## src/rtl/clock_monitor.sv

```systemverilog
// clock_monitor: counts synchronized rising edges of a monitored clock per gate window and reports lock/fault.
// Optional stuck-clock detector enabled by defining MON_STUCK_DETECT_EN.
module clock_monitor #(
    parameter int unsigned GATE_CYCLES = 1024,
    parameter int unsigned EXP_EDGES   = 512,
    parameter int unsigned TOLERANCE   = 2,
    parameter int unsigned LOCK_COUNT  = 4,
    parameter int unsigned CNT_W       = 16
) (
    input  logic             CLKIN_IN,
    input  logic             RST_IN,
    input  logic             MON_CLK_IN,
    input  logic             EN_IN,
    output logic             LOCKED_OUT,
    output logic [CNT_W-1:0] EDGE_COUNT_OUT,
    output logic             COUNT_VALID_OUT,
    output logic             FAULT_OUT
);

    localparam int unsigned GATE_W = $clog2(GATE_CYCLES);
    localparam int unsigned GOOD_W = $clog2(LOCK_COUNT + 1);
    localparam logic signed [CNT_W:0] EXP_S = (CNT_W+1)'(EXP_EDGES);
    localparam logic signed [CNT_W:0] TOL_S = (CNT_W+1)'(TOLERANCE);
`ifdef MON_STUCK_DETECT_EN
    localparam int unsigned STUCK_CYCLES = GATE_CYCLES / 4;
    localparam int unsigned IDLE_W       = $clog2(STUCK_CYCLES + 1);
`endif

    typedef enum logic [1:0] {
        ST_IDLE    = 2'd0,
        ST_ACQUIRE = 2'd1,
        ST_LOCKED  = 2'd2
    } state_e;

    state_e                state_q, state_d;
    logic                  s1_q, s2_q, s3_q;
    logic [GATE_W-1:0]     gate_q, gate_d;
    logic [CNT_W-1:0]      edge_q, edge_d;
    logic [CNT_W-1:0]      count_q, count_d;
    logic [GOOD_W-1:0]     good_q, good_d;
    logic                  locked_q, locked_d;
    logic                  valid_q, valid_d;
    logic                  fault_q, fault_d;
`ifdef MON_STUCK_DETECT_EN
    logic [IDLE_W-1:0]     idle_q, idle_d;
`endif

    logic                  edge_det;
    logic                  win_end;
    logic [CNT_W-1:0]      edge_sum;
    logic signed [CNT_W:0] diff;
    logic                  good_win;

    // Window arithmetic: saturated count including an edge detected on the closing cycle.
    always_comb begin
        edge_det = s2_q & ~s3_q;
        win_end  = (gate_q == GATE_W'(GATE_CYCLES - 1));
        edge_sum = (edge_det && (edge_q != '1)) ? CNT_W'(edge_q + 1'b1) : edge_q;
        diff     = $signed({1'b0, edge_sum}) - EXP_S;
        good_win = (diff <= TOL_S) && (diff >= -TOL_S);
    end

    // Next-state and output logic.
    always_comb begin
        state_d  = state_q;
        gate_d   = gate_q;
        edge_d   = edge_q;
        count_d  = count_q;
        good_d   = good_q;
        locked_d = locked_q;
        valid_d  = 1'b0;
        fault_d  = fault_q;
`ifdef MON_STUCK_DETECT_EN
        idle_d   = idle_q;
`endif

        if (state_q == ST_IDLE) begin
            gate_d   = '0;
            edge_d   = '0;
            good_d   = '0;
            locked_d = 1'b0;
`ifdef MON_STUCK_DETECT_EN
            idle_d   = '0;
`endif
            if (EN_IN) begin
                state_d = ST_ACQUIRE;
            end
        end else if (!EN_IN) begin
            // Disable wins over a coincident window end; count and fault are retained.
            state_d  = ST_IDLE;
            gate_d   = '0;
            edge_d   = '0;
            good_d   = '0;
            locked_d = 1'b0;
`ifdef MON_STUCK_DETECT_EN
            idle_d   = '0;
`endif
        end else begin
            gate_d = win_end ? '0 : GATE_W'(gate_q + 1'b1);
            edge_d = win_end ? '0 : edge_sum;
            if (win_end) begin
                count_d = edge_sum;
                valid_d = 1'b1;
                if (good_win) begin
                    if (state_q == ST_ACQUIRE) begin
                        good_d = GOOD_W'(good_q + 1'b1);
                        if (GOOD_W'(good_q + 1'b1) == GOOD_W'(LOCK_COUNT)) begin
                            state_d  = ST_LOCKED;
                            locked_d = 1'b1;
                        end
                    end
                end else begin
                    good_d = '0;
                    if (state_q == ST_LOCKED) begin
                        state_d  = ST_ACQUIRE;
                        locked_d = 1'b0;
                        fault_d  = 1'b1;
                    end
                end
            end
`ifdef MON_STUCK_DETECT_EN
            // A long edge gap drops lock early without disturbing the gate window.
            idle_d = edge_det ? '0 : IDLE_W'(idle_q + 1'b1);
            if (!edge_det && (idle_q == IDLE_W'(STUCK_CYCLES - 1))) begin
                idle_d   = '0;
                good_d   = '0;
                state_d  = ST_ACQUIRE;
                locked_d = 1'b0;
                if (state_q == ST_LOCKED) begin
                    fault_d = 1'b1;
                end
            end
`endif
        end
    end

    // State and datapath registers, synchronous reset.
    always_ff @(posedge CLKIN_IN) begin
        if (RST_IN) begin
            state_q  <= ST_IDLE;
            s1_q     <= 1'b0;
            s2_q     <= 1'b0;
            s3_q     <= 1'b0;
            gate_q   <= '0;
            edge_q   <= '0;
            count_q  <= '0;
            good_q   <= '0;
            locked_q <= 1'b0;
            valid_q  <= 1'b0;
            fault_q  <= 1'b0;
`ifdef MON_STUCK_DETECT_EN
            idle_q   <= '0;
`endif
        end else begin
            state_q  <= state_d;
            s1_q     <= MON_CLK_IN;
            s2_q     <= s1_q;
            s3_q     <= s2_q;
            gate_q   <= gate_d;
            edge_q   <= edge_d;
            count_q  <= count_d;
            good_q   <= good_d;
            locked_q <= locked_d;
            valid_q  <= valid_d;
            fault_q  <= fault_d;
`ifdef MON_STUCK_DETECT_EN
            idle_q   <= idle_d;
`endif
        end
    end

    assign LOCKED_OUT      = locked_q;
    assign EDGE_COUNT_OUT  = count_q;
    assign COUNT_VALID_OUT = valid_q;
    assign FAULT_OUT       = fault_q;

endmodule

```

## config.mk

```make
export PLATFORM = sky130hd
export DESIGN_NAME = clock_monitor
export DESIGN_NICKNAME = d
export VERILOG_FILES = /design/src/rtl/clock_monitor.sv
export SDC_FILE = /design/constraint.sdc
export NUM_CORES = 1
export LEC_CHECK = 0
export CAP_MARGIN = 20
export CORE_MARGIN = 10
export CORE_UTILIZATION = 37
export DETAILED_ROUTE_END_ITERATION = 10
export DONT_BUFFER_PORTS = 1
export PLACE_DENSITY_LB_ADDON = 0.2
export SLEW_MARGIN = 20
export SYNTH_ARGS = -nofsm -noshare
export SYNTH_HDL_FRONTEND = slang
export SYNTH_SLANG_ARGS = --single-unit
export TNS_END_PERCENT = 10
```

## constraint.sdc

```tcl
create_clock -name CLKIN_IN -period 3.8 [get_ports CLKIN_IN]
set_input_delay 0.19 -clock CLKIN_IN [delete_from_list [all_inputs] [get_ports CLKIN_IN]]
set_output_delay 0.19 -clock CLKIN_IN [all_outputs]
set_load 0.05 [all_outputs]
```

== Word-level counts from Yosys, hierarchy flattened ==
Index checks and enable logic that the tools add are counted.
Cells by class
  reductions and logical operators: 11
  bitwise gates (word level): 5
  div/mod/pow operators: 0
  magnitude comparators: 2
  $mul: 0
  shift operators: 0
  add/sub/neg operators: 4
  muxes and demuxes: 16
  eq/ne operators: 12
Operators by type and width (number)
  17-bit by 2-bit greater-or-equal comparator with 1-bit output, second input constant: 1
  17-bit by 3-bit <= comparator with 1-bit output, second input constant: 1
  16-bit by 10-bit subtractor with 17-bit output, second input constant: 1
  16-bit by 1-bit adder with 16-bit output, second input constant: 1
  16-bit two-way mux: 1
  2-bit two-way mux: 8
  16-bit inequality test, second input constant: 1
  10-bit by 1-bit adder with 10-bit output, second input constant: 1
  10-bit == test, second input constant: 1
  5-bit AND reduction: 2
  4-bit by 2-bit inequality test with 1-bit output, second input constant: 2
  3-bit two-way mux: 2
  1-bit two-way mux: 5
  2-bit by 1-bit inequality test with 1-bit output, second input constant: 2
  4-bit by 1-bit inequality test with 1-bit output, second input constant: 1
  1-bit inverter: 4
  4-bit AND reduction: 1
  4-bit OR reduction: 1
  3-bit by 1-bit adder with 3-bit output, second input constant: 1
  3-bit == test, second input constant: 1
  3-bit by 1-bit inequality test with 1-bit output, second input constant: 1
  3-bit AND reduction: 1
  3-bit OR reduction: 1
  2-bit by 1-bit == test with 1-bit output, second input constant: 1
  7 further kinds: 8
Storage, ports and cells
  memory bits (read-only): 0
  register bits: 53
  memories: 0
  memory bits (writable): 0
  bits in latches: 0
  input bits: 4
  word-level logic and storage cells: 61

== Depth between registers and ports, before layout ==
Gate-level depths: netlist of run 1.
  word-level depth: 11
  mapped depth: 12
  depth with buffers taken out: 12

== Worst setup path before layout of run 1 ==
No wires, ideal clock.
  kind: flip-flop to flip-flop
  start: reg edge_q[0]
  end: reg locked_q (netlist: LOCKED_OUT)
  arrival: 2789 ps
  stages on the path, launching flop included: 12
  path slack: 881 ps
  clock period less this slack: 2919 ps
  path through: dfxtp_1 > ha_1 > nand4_1 > or2_2 > nor3_1 > xnor2_1 > ha_1 > a22o_1 > o2111ai_1 > o21ai_4 > o41ai_1 > a21oi_1
Between the ends
  word-level cells in the longest chain between the ends: 8
  elaborated cells between the ends (all ways): 13
Ends and longest elaborated chain
  from (decl): RTL line 38  | logic [CNT_W-1:0] edge_q, edge_d;
  from (signal assigned): RTL line 160  | edge_q <= edge_d;
  parallel branches: the longest is 2 deep, another holds 16-bit by 1-bit adder with 16-bit output
  16-bit two-way mux *: RTL line 58  | edge_sum = (edge_det && (edge_q != '1)) ? CNT_W'(edge_q + 1'b1) : edge_q;
  16-bit by 10-bit subtractor with 17-bit output *: RTL line 59  | diff = $signed({1'b0, edge_sum}) - EXP_S;
  17-bit by 3-bit <= comparator with 1-bit output / 17-bit by 2-bit greater-or-equal comparator with 1-bit output (equally long branches): RTL line 60  | good_win = (diff <= TOL_S) && (diff >= -TOL_S);
  1-bit logical AND *: RTL line 60
  2-bit by 1-bit inequality test with 1-bit output (no source line) / 2-bit nonzero test (equally long branches)
  4-bit AND reduction (no source line)
  to (signal assigned): RTL line 163  | locked_q <= locked_d;
  to (decl): RTL line 41  | logic locked_q, locked_d;
Every way passes the cells marked *.
A chain may end at the register's enable or synchronous reset.

== Worst setup path after layout of run 1 ==
  start: reg edge_q[1]
  end: reg fault_q (netlist: FAULT_OUT)
Between the ends
  word-level cells in the longest chain between the ends: 8
  elaborated cells between the ends (all ways): 10
Ends and longest elaborated chain
  parallel branches: the longest is 2 deep, another holds 16-bit by 1-bit adder with 16-bit output
  16-bit two-way mux *: RTL line 58
  16-bit by 10-bit subtractor with 17-bit output *: RTL line 59
  17-bit by 3-bit <= comparator with 1-bit output / 17-bit by 2-bit greater-or-equal comparator with 1-bit output (equally long branches): RTL line 60
  1-bit logical AND *: RTL line 60
  1-bit inverter (no source line) *
  5-bit AND reduction (no source line) *
  to (signal assigned): RTL line 165  | fault_q <= fault_d;
  to (decl): RTL line 43  | logic fault_q, fault_d;
Marks and branches as above.

==> impl_metrics.py, run 1 <==
metrics = {
    "cts": {
        "cts.sinks": 53,
        "clk_pin_slew_ns": 0.09,
        "cts_made_buffers": 5,
        "cts-htree-levels": 2,
        "cts_buffer_depth": 2,
        "cts_resized": 0,
        "clk_latency_ns": 0.31,
        "cts_root_buffer": "clkbuf_8",
        "cts_tree": "built",
    },
    "setup_path": {
        "r2r_end": "FAULT_OUT",
        "setup.worst_path.class": "reg2reg",
        "cp.required_ns": 3.96,
        "r2r_slack_ns": 0.43,
        "cp-start-kind": "flop",
        "worstRegToRegCells": 12,
        "critPathMaxFanout": 9,
        "rr_startpoint": "edge_q[1]",
        "cp_data_arrival_time_ns": 3.53,
        "endpoint_kind": "flop",
    },
    "run_status": {
        "status": "finished clean",
    },
    "sta": {
        "fin_crit_ns": 3.37,
        "hold_viol_final": 0,
        "clock.fmax_mhz": 297,
        "min_period_over_period_pct": 88.6,
        "worstMarginPinSlew_ns": 0.868,
        "finalClockSkew_ns": 0.00669,
        "finalSetupViolations": 0,
        "grt_setup_unrepaired": "false",
        "slew_headroom_pct": 42.0,
        "slew_viol_final": 0,
        "finalSetupTns_ns": 0,
    },
    "min_path": {
        "worstHoldEndpoint": "s1_q",
        "hold_path.class": "in2reg",
        "min_from": "MON_CLK_IN",
        "hold_depth": 1,
    },
    "synthesis": {
        "yosys_warnings": 0,
        "synth.distinct_cells": 56,
        "synthCells": 302,
        "netlist_area_um2": 2660,
        "synth_top_area_cell": "dfxtp_1",
        "synth_area_leaders": "dfxtp_1 (40%), nor2_1 (7.5%), xnor2_1 (4.6%)",
        "yosysTopAreaCellShare_pct": 40.0,
        "synth_nets": 312,
        "synth_edf_count": 0,
        "ys_seq_area_share_pct": 40.0,
        "synth-main-ff-cell": "dfxtp_1",
        "avgSynthCellArea_um2": 8.79,
        "ys_seq_elements": 53,
        "async_reset_ff_share_pct": 0,
    },
    "power": {
        "power_frac_comb_pct": 1.7,
        "p_sw_share_pct": 20.3,
        "p_leak_nw": 0.961,
        "seqPwrFrac_pct": 57.4,
        "vdd_drop_max_mv": 0.186,
        "power_switching_uw": 198,
        "p_clk_share_pct": 40.9,
        "power.internal_uw": 776,
        "powerDensity_nw_per_um2": 338,
    },
    "finish": {
        "syn_to_final_growth_pct": 8.62,
        "nNetsFinal": 311,
        "post-route-util_pct": 42.0,
        "fill_cells": 714,
        "final_layout_size_suffix_gt1_share_pct": 10.6,
        "diodes": 0,
    },
    "grt": {
        "grt_max_degree": 30,
        "antenna_found_initial": 0,
        "grt_pass1_vias": 1997,
        "grt_pass1_wl_mm": 10.0,
        "grt_usage_pct": 10.9,
        "grt_remaining_overflow": 0,
    },
    "floorplan": {
        "core_um2": 6870,
        "initial_utilization_pct": 38.7,
        "ioPinCount": 23,
        "fp-row-count": 30,
        "die_h_um": 105,
        "die_area_um2": 11000,
        "die_width_um": 105,
    },
    "flow_run": {
        "cap_violations": 0,
    },
    "routing": {
        "avgRoutedWirePerCell_um": 15.3,
        "drt_first_pass_iters": 4,
        "routed_via_density": 5.36,
        "drc": 0,
        "ant_nets": 0,
        "totalWireLength_mm": 6.10,
        "via_count": 2132,
        "drtIter0Drc": 98,
    },
    "placement": {
        "gp_congestion": 0.845,
        "portBuffers": 0,
        "dp_hpwl_mm": 4.44,
    },
}
[worst max-delay path by stage]
stage / start / end / slack, ns / cells after the start
2_1_floorplan: edge_q[0] / LOCKED_OUT / 0.88 / 11
3_3_place_gp: edge_q[1] / state_q[0] / 0.62 / 12
3_5_place_dp: edge_q[1] / FAULT_OUT / 0.52 / 12
4_1_cts: edge_q[1] / FAULT_OUT / 0.44 / 12
5_1_grt: edge_q[1] / FAULT_OUT / 0.12 / 12
6_report: edge_q[1] / FAULT_OUT / 0.43 / 12
[per-layer routing]
layer | part of all wire [%] | GRT usage, % | wire length, µm
met3 | 4.7 | 3.13 | 288
met2 | 48 | 18.6 | 2900
met4 | 1.7 | 3.73 | 101
met5 | 0 | 0 | 0
met1 | 46 | 12.8 | 2810
[per-stage QoR]
step | hold slack [ns] | worst slack, ns | power, mW | std cells | instance area, µm²
2_1_floorplan | 0.262 | 0.881 | 0.583 | 302 | 2660
3_3_place_gp | 0.264 | 0.620 | 0.584 | 389 | 2760
3_5_place_dp | 0.266 | 0.517 | 0.584 | 389 | 2760
4_1_cts | 0.00231 | 0.438 | 0.986 | 398 | 2880
5_1_grt | 0.00506 | 0.119 | 1.01 | 398 | 2880
6_report | 0.00844 | 0.432 | 0.974 | 398 | 2880
[flip-flops by register name, summed over array words and instances (netlist names)]
signal,flops
s1_q,1
EDGE_COUNT_OUT,16
LOCKED_OUT,1
s3_q,1
gate_q,10
state_q,2
edge_q,16
s2_q,1
good_q,3
FAULT_OUT,1
COUNT_VALID_OUT,1
[synthesized netlist by cell type, types with 6 or more instances]
cell	n
dfxtp_1	53
nand2_1	18
clkbuf_1	9
nor2_1	53
xor2_1	14
o21ai_0	6
nand3_1	12
nor2b_1	6
a211oi_1	16
ha_1	6
and3_1	10
xnor2_1	14
nor3_1	10
nand4_1	7
[what timing repair did]
item | CTS | global route
hold buffers | 1 | 0
endpoints found under the hold margin | 21 | 0
setup buffers | 0 | 0
[layout make-up]
type | instances | area, µm² | area share, %
Multi-Input combinational cell | 230 | 1520 | 52.6
Timing Repair Buffer | 7 | 55.1 | 1.91
Inverter | 4 | 15.0 | 0.521
Tap cell | 96 | 120 | 4.16
Clock buffer | 7 | 86.3 | 2.99
Sequential cell | 53 | 1060 | 36.8
Clock inverter | 1 | 30.0 | 1.04
[power by group through the flow]
stage	Clock, mW	Combinational [mW]	Sequential, mW
after floorplan	0	0.0124	0.571
after global placement	0	0.0121	0.572
after detailed placement	0	0.0120	0.572
after CTS	0.411	0.0164	0.559
after global routing	0.429	0.0180	0.560
final	0.398	0.0165	0.559
[critical path: stages (launching register included)]
cell      delay, ns
dfxtp_1        0.42
ha_1           0.30
nand4_1        0.29
or2_2          0.40
nor3_1         0.30
xnor2_1        0.25
ha_1           0.27
nand3_1        0.08
nor4b_1        0.28
nand4_1        0.21
o21ai_4        0.19
nand3b_1       0.15
a21oi_1        0.07
[logic make-up (layout without fill, tap and decap cells)]
kind of cell	count (synthesis)	count (layout)	share of synthesized area, %
AOI/OAI and AO/OA	48	48	13.3
xor gates and xnor gates	29	29	10.3
adders and majority gates	6	6	2.83
buffers and inverters	19	19	3.02
DFF	53	53	40.0
muxes	2	2	0.754
and+or+nand+nor	145	145	29.9
[layout by cell type, fill, tap and decap left out, drive strengths merged, types with 2 or more instances in the layout]
cell     instances
inv              4
ha               6
nor4b            3
a31oi            2
or4              3
nor3            10
or2              2
nor2            53
nand2b           2
nor4             4
a21o             2
a21oi            6
nand4           10
dfxtp           53
clkbuf           7
nand3           14
xor2            15
and3            10
o21ai           11
xnor2           14
o2111ai          2
buf              6
nor3b            2
a211oi          16
nor2b            6
nand2           18
mux2i            2
and2             3
(Power assumes the default switching activity.)
==> run 2, diff against run 1 <==
--- a/config.mk
+++ b/config.mk
@@ -8,3 +8,5 @@
 export CAP_MARGIN = 20
-export CORE_MARGIN = 10
+export CELL_PAD_IN_SITES_DETAIL_PLACEMENT = 0
+export CELL_PAD_IN_SITES_GLOBAL_PLACEMENT = 1
+export CORE_MARGIN = 4
 export CORE_UTILIZATION = 37
==> constraint.sdc (replaced) <==
create_clock -name CLKIN_IN -period 3.8 [get_ports CLKIN_IN]
set_input_delay 0.57 -clock CLKIN_IN [delete_from_list [all_inputs] [get_ports CLKIN_IN]]
set_output_delay 0.57 -clock CLKIN_IN [all_outputs]
set_load 0.05 [all_outputs]
==> run 2 against run 1 <==
Flip-flop and latch count stayed put. Clock-buffer cell count decreased by 1. Register-to-register slack got worse by 0.06 ns. Non-clock buffer count fell by 1. Sequential power barely moved. Critical path type unchanged.
==> impl_metrics.py, run 2 (synthesized netlist as in run 1, its figures left out) <==
metrics = {
    "cts": {
        "cts.sinks": 53,
        "clk_pin_slew_ns": 0.10,
        "post_cts_buffers": 0,
        "cts_buffer_depth": 2,
        "cts-htree-levels": 2,
        "cts_resized": 0,
        "cts_tree": "built",
        "cts_made_buffers": 5,
        "cts_hold_buf": 0,
        "clk_latency_ns": 0.31,
        "cts_root_buffer": "clkbuf_8",
    },
    "floorplan": {
        "initial_utilization_pct": 38.7,
        "die_h_um": 92.7,
        "die_width_um": 92.7,
        "fp-row-count": 30,
        "die_area_um2": 8600,
        "core_um2": 6870,
        "ioPinCount": 23,
    },
    "setup_path": {
        "worstRegToRegCells": 12,
        "setup.worst_path.class": "reg2reg",
        "cp_data_arrival_time_ns": 3.63,
        "crit_path_start": "edge_q[1]",
        "cp.required_ns": 4.00,
        "r2r_end": "state_q[0]",
        "rr_startpoint": "edge_q[1]",
        "endpoint_kind": "flop",
        "r2r_slack_ns": 0.37,
        "critPathMaxFanout": 9,
        "cp-start-kind": "flop",
    },
    "placement": {
        "dp_hpwl_mm": 4.53,
        "gp_congestion": 0.844,
        "portBuffers": 0,
        "postPlaceCellArea_um2": 2760,
    },
    "sta": {
        "grt_setup_unrepaired": "false",
        "min_period_over_period_pct": 90.3,
        "slew_headroom_pct": 45.5,
        "clock.fmax_mhz": 291,
        "fin_crit_ns": 3.43,
        "hold_viol_final": 0,
        "finalSetupViolations": 0,
        "finalSetupTns_ns": 0,
        "worstMarginPinSlew_ns": 0.815,
        "finalClockSkew_ns": 0.00833,
        "slew_viol_final": 0,
    },
    "flow_run": {
        "cap_violations": 0,
    },
    "finish": {
        "multi_input_area_um2": 1520,
        "fill_cells": 707,
        "ff_latch_area_um2": 1060,
        "diodes": 0,
        "final_common_cell": "dfxtp_1",
        "final_cell_mix": "dfxtp_1 (53), nor2_1 (52), nand2_1 (18)",
        "nNetsFinal": 310,
        "design_area_um2": 2880,
        "final_layout_size_suffix_gt1_share_pct": 11.0,
        "syn_to_final_growth_pct": 8.39,
    },
    "min_path": {
        "hold_path.class": "in2reg",
        "min_from": "RST_IN",
        "hold_depth": 1,
        "worstHoldEndpoint": "EDGE_COUNT_OUT[15]",
    },
    "routing": {
        "drtIter0Drc": 109,
        "totalWireLength_mm": 6.12,
        "ant_nets": 0,
        "drc": 0,
        "drt_first_pass_iters": 5,
        "routed_via_density": 5.28,
        "via_count": 2097,
        "avgRoutedWirePerCell_um": 15.4,
    },
    "grt": {
        "grt_usage_pct": 15.0,
        "grt_max_degree": 30,
        "grt_pass1_vias": 2043,
        "antenna_found_initial": 0,
        "grt_pass1_wl_mm": 10.3,
        "grt_remaining_overflow": 0,
    },
    "power": {
        "p_leak_nw": 0.955,
        "vdd_drop_max_mv": 0.189,
        "power_switching_uw": 203,
        "p_sw_share_pct": 20.7,
        "seqPwrFrac_pct": 57.2,
        "powerDensity_nw_per_um2": 340,
        "power_frac_comb_pct": 1.2,
        "p_clk_share_pct": 41.6,
        "power.internal_uw": 775,
    },
    "run_status": {
        "status": "finished clean",
    },
}
-- run 2: cell count changes in the layout (fill, tap and decap cells not counted) --
cell / before / now
dlygate4sd3_1: 1 / 0
clkinvlp_4: 0 / 1
clkbuf_1: 1 / 0
-- run 2: how the worst max path moves through the flow --
stage / end / slack [ns]
floorplan: LOCKED_OUT / 0.88
global placement: FAULT_OUT / 0.59
detailed placement: state_q[0] / 0.47
CTS: state_q[0] / 0.42
global route: good_q[2] / 0.13
finish: state_q[0] / 0.37
-- run 2: routing by layer --
metal  GRT usage, %  vias to the layer above  share of wire [%]
li1               -                     1068                  -
met1           19.2                      972                 45
met2           25.8                       45                 49
met3           3.01                       12                4.7
met4           4.03                        0                1.6
met5              0                        -                  0
-- run 2: metrics by stage --
step	worst slack, ns	std cells	hold slack [ns]	total power [mW]	util [%]
final	0.369	397	0.319	0.978	41.9
after global routing	0.125	397	0.308	1.01	41.9
after CTS	0.418	397	0.306	0.992	41.9
after detailed placement	0.470	389	0.426	0.585	40.1
after global placement	0.592	389	0.429	0.585	40.1
after floorplan	0.881	302	0.414	0.583	-
-- run 2: power groups by stage --
stage / logic, mW / registers, mW / clock network [mW]
2_1_floorplan: 0.0124 / 0.571 / 0
3_3_place_gp: 0.0124 / 0.572 / 0
3_5_place_dp: 0.0123 / 0.572 / 0
4_1_cts: 0.0124 / 0.559 / 0.421
5_1_grt: 0.0138 / 0.560 / 0.438
6_report: 0.0122 / 0.559 / 0.407
-- run 2: final cells by class --
| cell class | count | share of cell area, % |
|---|---|---|
| timing repair buffer | 6 | 1.57 |
| inverter | 4 | 0.522 |
| sequential | 53 | 36.9 |
| tap | 96 | 4.17 |
| multi-input combinational | 230 | 52.7 |
| clock inverter | 2 | 1.30 |
| clock buffer | 6 | 2.87 |
-- run 2: worst max-delay path, cell delays in order (launching register included) --
cell     delay [ns]
dfxtp_1        0.43
ha_1           0.31
nand4_1        0.30
or2_2          0.40
nor3_1         0.32
xnor2_1        0.26
ha_1           0.28
nand3_1        0.10
nor4b_1        0.28
nand4_1        0.22
o21ai_4        0.20
o22a_1         0.18
nor2_1         0.04
